===== config.mk =====
export PLATFORM = sky130hd
export DESIGN_NAME = pb_conditioner
export DESIGN_NICKNAME = d
export VERILOG_FILES = /design/src/rtl/pb_conditioner.sv
export SDC_FILE = /design/constraint.sdc
export NUM_CORES = 1
export LEC_CHECK = 0
export CAP_MARGIN = 10
export CORE_UTILIZATION = 50
export CTS_BUF_LIST = sky130_fd_sc_hd__clkbuf_4
export CTS_CLUSTER_SIZE = 28
export DETAILED_ROUTE_END_ITERATION = 7
export HOLD_SLACK_MARGIN = 0.12
export PLACE_DENSITY = 0.72
export SLEW_MARGIN = 20
export SYNTH_ARGS = -nofsm -noshare
export SYNTH_HDL_FRONTEND = slang
export SYNTH_SLANG_ARGS = --single-unit

===== constraint.sdc =====
create_clock -name clk -period 1.7 [get_ports clk]
set_clock_uncertainty 0.15 [all_clocks]
set_input_delay 0.34 -clock clk [delete_from_list [all_inputs] [get_ports clk]]
set_output_delay 0.34 -clock clk [all_outputs]
set_load 0.05 [all_outputs]

===== src/rtl/pb_conditioner.sv =====
// Push-button front end: two-FF synchroniser, sample-tick debouncer and one-clock press/release pulses.
// Define PB_LONG_PRESS_EN to build the short/long press classifier (hold counter + 3-state FSM).
module pb_conditioner #(
    parameter int SAMPLE_DIV = 400000,
    parameter int DEB_DEPTH  = 4,
    parameter int LONG_TICKS = 250
) (
    input  logic clk,
    input  logic rst_n,
    input  logic pb_in,
    output logic pb_debounced,
    output logic pb_1pulse,
    output logic pb_release_pulse,
    output logic pb_long,
    output logic sample_tick
);

    localparam int PRESC_W = $clog2(SAMPLE_DIV);

    if (SAMPLE_DIV < 2 || DEB_DEPTH < 2 || LONG_TICKS < 1) begin : g_param_check
        $error("pb_conditioner: SAMPLE_DIV>=2, DEB_DEPTH>=2, LONG_TICKS>=1 required");
    end

    logic                 sync1_q, sync2_q;
    logic [PRESC_W-1:0]   presc_q, presc_d;
    logic [DEB_DEPTH-1:0] shift_q, shift_d;
    logic                 deb_q, deb_d;
    logic                 prev_q;
    logic                 rel_q;
    logic                 onep_q;
    logic                 rise, fall;

    assign sample_tick = (presc_q == PRESC_W'(SAMPLE_DIV - 1));

    // NOTE: every always_comb output gets a default first, so no path can infer a latch.
    always_comb begin
        presc_d = sample_tick ? '0 : presc_q + PRESC_W'(1);
        shift_d = sample_tick ? {shift_q[DEB_DEPTH-2:0], sync2_q} : shift_q;
        deb_d   = deb_q;
        if (&shift_q) begin
            deb_d = 1'b1;
        end else if (~|shift_q) begin
            deb_d = 1'b0;
        end
    end

    assign rise = deb_q & ~prev_q;
    assign fall = ~deb_q & prev_q;

    // NOTE: state uses non-blocking assignments so every register samples pre-edge values.
    always_ff @(posedge clk) begin
        if (!rst_n) begin
            sync1_q <= 1'b0;
            sync2_q <= 1'b0;
            presc_q <= '0;
            shift_q <= '0;
            deb_q   <= 1'b0;
            prev_q  <= 1'b0;
            rel_q   <= 1'b0;
        end else begin
            sync1_q <= pb_in;
            sync2_q <= sync1_q;
            presc_q <= presc_d;
            shift_q <= shift_d;
            deb_q   <= deb_d;
            prev_q  <= deb_q;
            rel_q   <= fall;
        end
    end

`ifdef PB_LONG_PRESS_EN
    localparam int HOLD_W = $clog2(LONG_TICKS + 1);

    typedef enum logic [1:0] {
        ST_IDLE,
        ST_PRESSED,
        ST_LONG
    } state_e;

    state_e            state_q;
    logic [HOLD_W-1:0] hold_q;
    logic              long_q;
    logic              hold_at_max;

    assign hold_at_max = (hold_q == HOLD_W'(LONG_TICKS));

    always_ff @(posedge clk) begin
        if (!rst_n) begin
            state_q <= ST_IDLE;
            hold_q  <= '0;
            onep_q  <= 1'b0;
            long_q  <= 1'b0;
        end else begin
            if (rise) begin
                hold_q <= '0;
            end else if (sample_tick && deb_q && !hold_at_max) begin
                hold_q <= hold_q + HOLD_W'(1);
            end

            onep_q <= 1'b0;
            long_q <= 1'b0;
            unique case (state_q)
                ST_IDLE: begin
                    if (rise) state_q <= ST_PRESSED;
                end
                // Reaching the threshold wins over a coincident fall: that press is long.
                ST_PRESSED: begin
                    if (hold_at_max) begin
                        long_q  <= 1'b1;
                        state_q <= fall ? ST_IDLE : ST_LONG;
                    end else if (fall) begin
                        onep_q  <= 1'b1;
                        state_q <= ST_IDLE;
                    end
                end
                ST_LONG: begin
                    if (fall) state_q <= ST_IDLE;
                end
                default: state_q <= ST_IDLE;
            endcase
        end
    end

    assign pb_long = long_q;
`else
    always_ff @(posedge clk) begin
        if (!rst_n) begin
            onep_q <= 1'b0;
        end else begin
            onep_q <= rise;
        end
    end

    assign pb_long = 1'b0;
`endif

    assign pb_debounced     = deb_q;
    assign pb_1pulse        = onep_q;
    assign pb_release_pulse = rel_q;

endmodule

After elaboration in Yosys (flattened, before gate mapping)
Cells that the tools add are included.
{"block": "word_totals", "in_bits": 3, "output_inout_bits": 5, "wordCells": 21, "regBits": 29}
{"block": "op_classes", "n_bitwise": 5, "n_reduce_logical": 3, "addsub": 1, "n_eq_ne": 2, "mux": 2}
{"operator": "$add A19 B1 Y19 const B", "n": 1}
{"operator": "$eq A19 B19 Y1 const B", "n": 1}
{"operator": "$reduce_and A4 Y1", "n": 1}
{"operator": "$reduce_or A4 Y1", "n": 1}
{"operator": "$not A1 Y1", "n": 3}
{"operator": "$and A1 B1 Y1", "n": 2}
{"operator": "$mux W1", "n": 2}
{"operator": "$ne A2 B2 Y1 const B", "n": 1}
{"operator": "$reduce_or A2 Y1", "n": 1}

Longest topological paths before layout
Gate-level depths: netlist of the first run.
{"block": "depth", "ltp_word": 3, "depth_mapped": 6, "depth_no_buf": 5}

Least setup slack after synthesis of the first run
OpenSTA, ideal clock, no wires.
{"block": "synth_timing", "kind": "register to output", "start": "register presc_q[0]", "end": "output sample_tick", "stages_incl_launch_ff": 5, "n_path_buf": 0, "t_arrival_ns": 1.508, "required_ns": 1.210, "slack_ns": -0.298, "path_cell_list": "dfxtp_1 > ha_1 > and2_1 > nand3_1 > nor2_1"}
{"block": "synth_between", "elab_chain_len": 1}
{"item": "from (decl)", "line": "25", "text": "logic [PRESC_W-1:0] presc_q, presc_d;"}
{"item": "from (signal assigned)", "line": "63", "text": "presc_q <= presc_d;"}
{"item": "$eq A19 B19 Y1", "line": "33", "text": "assign sample_tick = (presc_q == PRESC_W'(SAMPLE_DIV - 1));"}
{"item": "to (decl)", "line": "15", "text": "output logic sample_tick"}
Every way passes these cells.

Worst setup path after layout of the first run
{"block": "layout_timing", "start": "register presc_q[14]", "end": "output sample_tick"}
The elaborated chain is that of the path after synthesis.

==> metrics, run 1 <==
core area=about 0.0023 mm²; required time worst endpoint=1.21 ns; H-tree Lvls=2; Post-Synthesis Cells=131; antenna diode count=0; violated checks=negative setup slack; critical path's slowest cell=dfxtp_2; die width=52 µm; critical-path cell list=nor4_4 -> nand3_2 -> nor2_4 -> buf_12; clk sinks=29; clock slew at reported path FFs=around 0.09 ns; Seq cells post-synth=29; Top delay family on crit path=simple AND/OR/NAND/NOR gates; CTS root buffer=clkbuf_4; Syn Nets=between 100 and 150; Final Setup Violations=1; sequential fraction of the synthesis area=between 40 and 50%; clk_lat worst skew=between 0.3 and 0.4 ns; min-delay worst type=reg2reg; max_cap viols=0; vias=1071; design area=around 0.0017 mm²; fin crit share=112.4%; number of buffers created by CTS=5; Distinct cells, synth=36; DP Area=0.001521 mm²; Max clock buf depth=2; Via density=~5.4; die height=between 50 and 60 µm; drt wl/cell=14.19 µm; CP startpoint kind=register; commonest non-fill, non-tap cell in the layout=buf_4; Avg Inst Size Synth=9.542 µm²; hpwl dp=between 1500 and 2000 µm; status=finished, violations left; drc violations=0; # hold bufs at CTS=0; crit-path max cell delay=0.34 ns; VDD IR max=663.9 µV; initial antenna violation count=0; CP bufs+invs=1; Worst Path Arrival=1.42 ns; flop2flop setup slack=roughly 0.040 ns; RSZ-0062 raised after global routing=true; critical path endpoint category=output pin; DRT antenna net count=0; initial core utilization=a little over half; Final Max Tran Viols=0; FMAX=0.5231 GHz; drt total wl=2796 µm; global-route wire length before repair=around 4700 µm; commonest non-fill, non-tap cells in the layout=buf_4, dfxtp_1, nor2_1; gr usage total=roughly a quarter; post-route setup slack=-0.2115 ns; GRT Residual Overflow=0; Min Hold Slack=around 0.27 ns; Synthesis Warnings=0; Layout area overhead=37.04%; CP Max Fanout=2; CTS tree=done; vias in the first global route=between 1000 and 1500; PwrDens=670.7 mW/mm²; Die ar.=around 0.0027 mm²; largest net degree at the start of global routing=16; min Tclk post-route=about 1.9 ns; post-layout net count=between 150 and 200; I/O Buffers=6; Final Hold Fails=0; share of layout cells above drive strength 1=39.64%; synthesized area=between 0.001 and 0.0015 mm²; FP Rows=17; Final Util=roughly three quarters; WS Path Type=reg2out; drt first pass iters=4; RePlAce Congestion=0.8357; P_leak=0.7100 nW; Starting DRT DRC Count=22; # IOs=8
==> registers in the layout, indices dropped and copies added, names as in the netlist <==
signal and count:
pb_1pulse 1, pb_debounced 1, pb_release_pulse 1, presc_q 19, prev_q 1, shift_q 4, sync1_q 1, sync2_q 1
==> synth_stat cells <==
master	number	area, µm²
dfxtp_1	29	580.6
nor2_1	18	67.56
nand2_1	14	52.55
xnor2_1	9	78.83
and2_1	6	37.54
nand4_1	5	31.28
xor2_1	5	43.79
mux2i_1	4	40.04
nand3_1	4	20.02
nor4_1	4	25.02
and3_1	3	18.77
nor3_1	3	15.01
nor4bb_1	2	20.02
o21ai_0	2	10.01
o31ai_1	2	15.01
a21bo_2	1	10.01
a21boi_0	1	7.510
a21oi_1	1	5.000
a21oi_2	1	8.760
and4_1	1	8.760
and4_2	1	10.01
and4b_1	1	10.01
buf_2	1	5.000
buf_4	1	7.510
clkbuf_1	1	3.750
conb_1	1	3.750
ha_1	1	12.51
nand3_2	1	10.01
nand3b_1	1	7.510
nand4_4	1	21.27
nor2b_1	1	6.260
nor4_4	1	21.27
o21ai_2	1	8.760
or2_0	1	6.260
or2_4	1	8.760
or4_4	1	11.26
==> area by class of cell <==
class | instances | area, µm²
clock buffer | 6 | 45.04
tap | 28 | 35.03
timing repair buffer | 33 | 294.0
sequential | 29 | 594.3
fill | 154 | 563.0
clock inverter | 2 | 10.01
multi-input combinational | 99 | 734.5
==> repair_timing <==
item,4_1_cts,5_1_grt
gates resized for setup,13,12
endpoints found under the setup margin,3,4
buffers inserted,5,1
pin swaps,7,5
==> kinds of logic (layout without fill, tap and decap cells) <==
logic type	after synthesis	after routing	synth area share [%]
and+or+nand+nor	70	70	32.73
DFF	29	29	46.45
xor gates and xnor gates	14	14	9.810
AOI/OAI and AO/OA	9	9	5.205
muxes	4	4	3.203
buffers and inverters	3	41	1.301
adders and majority gates	1	1	1.001
other	1	1	0.3000
==> worst paths after layout <==
| kind | to | from | depth (start not counted) |
|---|---|---|---|
| setup reg to reg | presc_q[18] | presc_q[1] | 6 |
| hold reg to reg | pb_1pulse | prev_q | 1 |
| setup / recovery | sample_tick | presc_q[14] | 4 |
| hold / removal | pb_1pulse | prev_q | 1 |
==> metal layers <==
metal  vias up  share of wire, %  wire length [µm]  GRT usage, %
li1        529                 -                 -             -
met4         0               2.1                60         12.61
met2        14                51              1427         41.03
met3         8               2.2                62         5.848
met1       520                45              1246         27.39
met5         -                 0                 0             0
==> per-stage QoR <==
| step | total power [W] | instances | setup slack (ns) | TNS [ns] |
|---|---|---|---|---|
| floorplan | 0.0007314 | 131 | 0.02440 | 0 |
| global placement | 0.0007494 | 183 | -0.03393 | -0.03393 |
| detailed placement | 0.0007523 | 183 | -0.07692 | -0.1626 |
| CTS | 0.001157 | 196 | -0.2293 | -0.2293 |
| global route | 0.001193 | 197 | -0.2973 | -0.3678 |
| finish | 0.001149 | 197 | -0.2115 | -0.2115 |
==> where the power goes <==
group	leakage (nW)	switching, W	internal (W)	total (W)
sequential	0.239	0.00000832	0.000687	0.000695
combinational	0.436	0.0000248	0.0000244	0.0000492
clock	0.0354	0.000232	0.000173	0.000405
total	0.710	0.000265	0.000884	0.00115
Note: power is estimated with default switching activity, not from simulation.
==> run 2, diff against run 1 <==
--- a/config.mk
+++ b/config.mk
@@ -5,13 +5,14 @@
 export SDC_FILE = /design/constraint.sdc
 export NUM_CORES = 1
 export LEC_CHECK = 0
+export ABC_AREA = 0
 export CAP_MARGIN = 10
 export CORE_UTILIZATION = 50
 export CTS_BUF_LIST = sky130_fd_sc_hd__clkbuf_4
 export CTS_CLUSTER_SIZE = 28
 export DETAILED_ROUTE_END_ITERATION = 7
 export HOLD_SLACK_MARGIN = 0.12
-export PLACE_DENSITY = 0.72
+export PLACE_DENSITY = 0.69
 export SLEW_MARGIN = 20
 export SYNTH_ARGS = -nofsm -noshare
 export SYNTH_HDL_FRONTEND = slang
==> constraint.sdc (replaced) <==
create_clock -name clk -period 2 [get_ports clk]
set_clock_uncertainty 0.15 [all_clocks]
set_input_delay 0.4 -clock clk [delete_from_list [all_inputs] [get_ports clk]]
set_output_delay 0.4 -clock clk [all_outputs]
set_load 0.05 [all_outputs]
==> run 2 against run 1 <==
Compared with the run above: non-clock buffer count down 20; sequential power decreased by 15%; utilization is 8.6 points lower; first-iteration DRC count down 50%; combinational power fell by 32%; the run now ends clean; via count down 12%.
==> metrics, run 2 (synthesis gave the netlist of run 1 again) <==
GRT Residual Overflow=0 (unchanged); pre-CTS WS=0.1558 ns (was -0.07692 ns); Final Hold Fails=0 (unchanged); clk_lat worst skew=0.32 ns (was 0.33 ns); Worst Path Arrival=1.43 ns (was 1.42 ns); drt wl/cell=12.91 µm (was 14.19 µm); critical path endpoint category=output pin (unchanged); Starting DRT DRC Count=11 (was 22); DRT antenna net count=0 (unchanged); drt total wl=2272 µm (was 2796 µm); number of buffers created by CTS=5 (unchanged); hold path startpoint=prev_q (unchanged); RePlAce Congestion=0.8171 (was 0.8357); Hold EP=pb_1pulse (unchanged); Final Max Tran Viols=0 (unchanged); P_leak=0.5978 nW (was 0.7100 nW); status=finished, final reports clean (was finished, violations left); max_cap viols=0 (unchanged); min-delay worst type=reg2reg (unchanged); worst r2r src=presc_q[10] (was presc_q[1]); commonest non-fill, non-tap cells in the layout=nor2_1, dfxtp_1, nand2_1 (was buf_4, dfxtp_1, nor2_1); RSZ-0062 raised after global routing=true (unchanged); PwrDens=625.9 mW/mm² (was 670.7 mW/mm²); Max clock buf depth=2 (unchanged); Largest Register=presc_q (unchanged); global-route wire length before repair=3933 µm (was 4671 µm); FP Rows=17 (unchanged); worst hold path depth=1 (unchanged); Layout area overhead=21.32% (was 37.04%); clock slew at reported path FFs=0.09 ns (about the same); I/O Buffers=6 (unchanged); fin crit share=99.11%; FILL cells=188 (was 154); vias in the first global route=908 (was 1058); share of layout cells above drive strength 1=29.05% (was 39.64%); crit-path max cell delay=0.35 ns (was 0.34 ns); post-layout net count=152 (was 172); Final Util=66.63% (was 75.26%); antenna diode count=0 (unchanged); Min Hold Slack=0.2695 ns (was 0.2729 ns); required time worst endpoint=1.45 ns (was 1.21 ns); VDD IR max=599.6 µV (was 663.9 µV); min Tclk post-route=approximately 2 ns; die height=52 µm (unchanged); largest net degree at the start of global routing=12 (was 16); # IOs=8 (unchanged); largest registers=presc_q: 19 flops, shift_q: 4 flops (unchanged); Die ar.=0.002704 mm² (unchanged); FMAX=a little over 0.5 GHz; design area=0.001516 mm² (was 0.001713 mm²); flop2flop setup slack=0.25 ns (was 0.04 ns); Via density=5.335 (was 5.437); CP Max Fanout=4 (was 2); max reg flops=19 (unchanged); critical-path cell list=nor4_4 -> nand3_2 -> nor2_4 -> buf_12 (unchanged); die width=52 µm (unchanged); DP Area=0.001376 mm² (was 0.001521 mm²); H-tree Lvls=2 (unchanged); post-route setup slack=0.01778 ns (was -0.2115 ns); CP startpoint kind=register (unchanged); # hold bufs at CTS=0 (unchanged); CTS tree=done (unchanged); vias=939 (was 1071); gr usage total=20.83% (was 24.06%); drc violations=0 (unchanged); initial core utilization=54.92% (unchanged); Reg-to-Reg End=presc_q[17] (was presc_q[18]); drt first pass iters=4 (unchanged); clk sinks=29 (unchanged); FF-to-FF path depth=4 (was 6); WS Path Type=reg2out (unchanged); Final Setup Violations=0 (was 1); CTS root buffer=clkbuf_4 (unchanged); initial antenna violation count=0 (unchanged); hpwl dp=1610 µm (was 1912 µm); critical path's slowest cell=dfxtp_2 (unchanged); core area=0.002276 mm² (unchanged)
-- run 2: changes by cell type in the layout (fill, tap and decap cells not counted), sizes merged --
| cell | delta |
|---|---|
| clkinv | -1 |
| dlymetal6s2s | +1 |
| buf | -22 |
| dlygate4sd2 | +1 |
-- run 2: area by class of cell --
type                    count  area (µm²)  area share [%]
well taps                  28       35.03           2.310
flip-flops and latches     29       598.1           39.44
repair buffers             13       121.4           8.003
multi-input cells          99       713.2           47.03
clock inverters             1       3.754          0.2475
clock buffers               6       45.04           2.970
-- run 2: report_power, final --
part | switching [W] | total [W] | internal [W]
logic | 0.0000182 | 0.0000335 | 0.0000153
clock network | 0.000185 | 0.000326 | 0.000141
registers | 0.00000655 | 0.000590 | 0.000583
-- run 2: timing repair --
item / in CTS / in global routing
setup endpoints to repair: 2 / 2
cloned: 0 / 0
pin swaps: 6 / 3
setup buffers: 2 / 0
resized for setup: 18 / 7
-- run 2: per-layer routing --
metal / wire, µm / GRT usage, %
met5: 0 / 0
met3: 123 / 7.895
met2: 1017 / 31.62
met4: 73 / 13.06
met1: 1057 / 24.37
-- run 2: worst max-delay path, delay by kind of cell (launching register included) --
family                 cells  cell delay (ns)
flip-flops                 1             0.35
buffers and inverters      1             0.14
AND/OR/NAND/NOR            3             0.63
-- run 2: worst max-delay path by stage --
stage                 from          end  depth (start not counted)
6_report       presc_q[14]  sample_tick                          4
3_5_place_dp    presc_q[0]  sample_tick                          5
5_1_grt        presc_q[14]  sample_tick                          4
2_1_floorplan   presc_q[0]  sample_tick                          4
4_1_cts        presc_q[16]  sample_tick                          4
3_3_place_gp    presc_q[0]  sample_tick                          5
-- run 2: stage by stage --
stage | total power [W] | TNS [ns] | cells
after CTS | 0.0009627 | -0.03600 | 176
after global placement | 0.0006331 | 0 | 167
after global routing | 0.0009910 | -0.04132 | 176
final | 0.0009492 | 0 | 176
after detailed placement | 0.0006340 | 0 | 167
after floorplan | 0.0006217 | 0 | 131
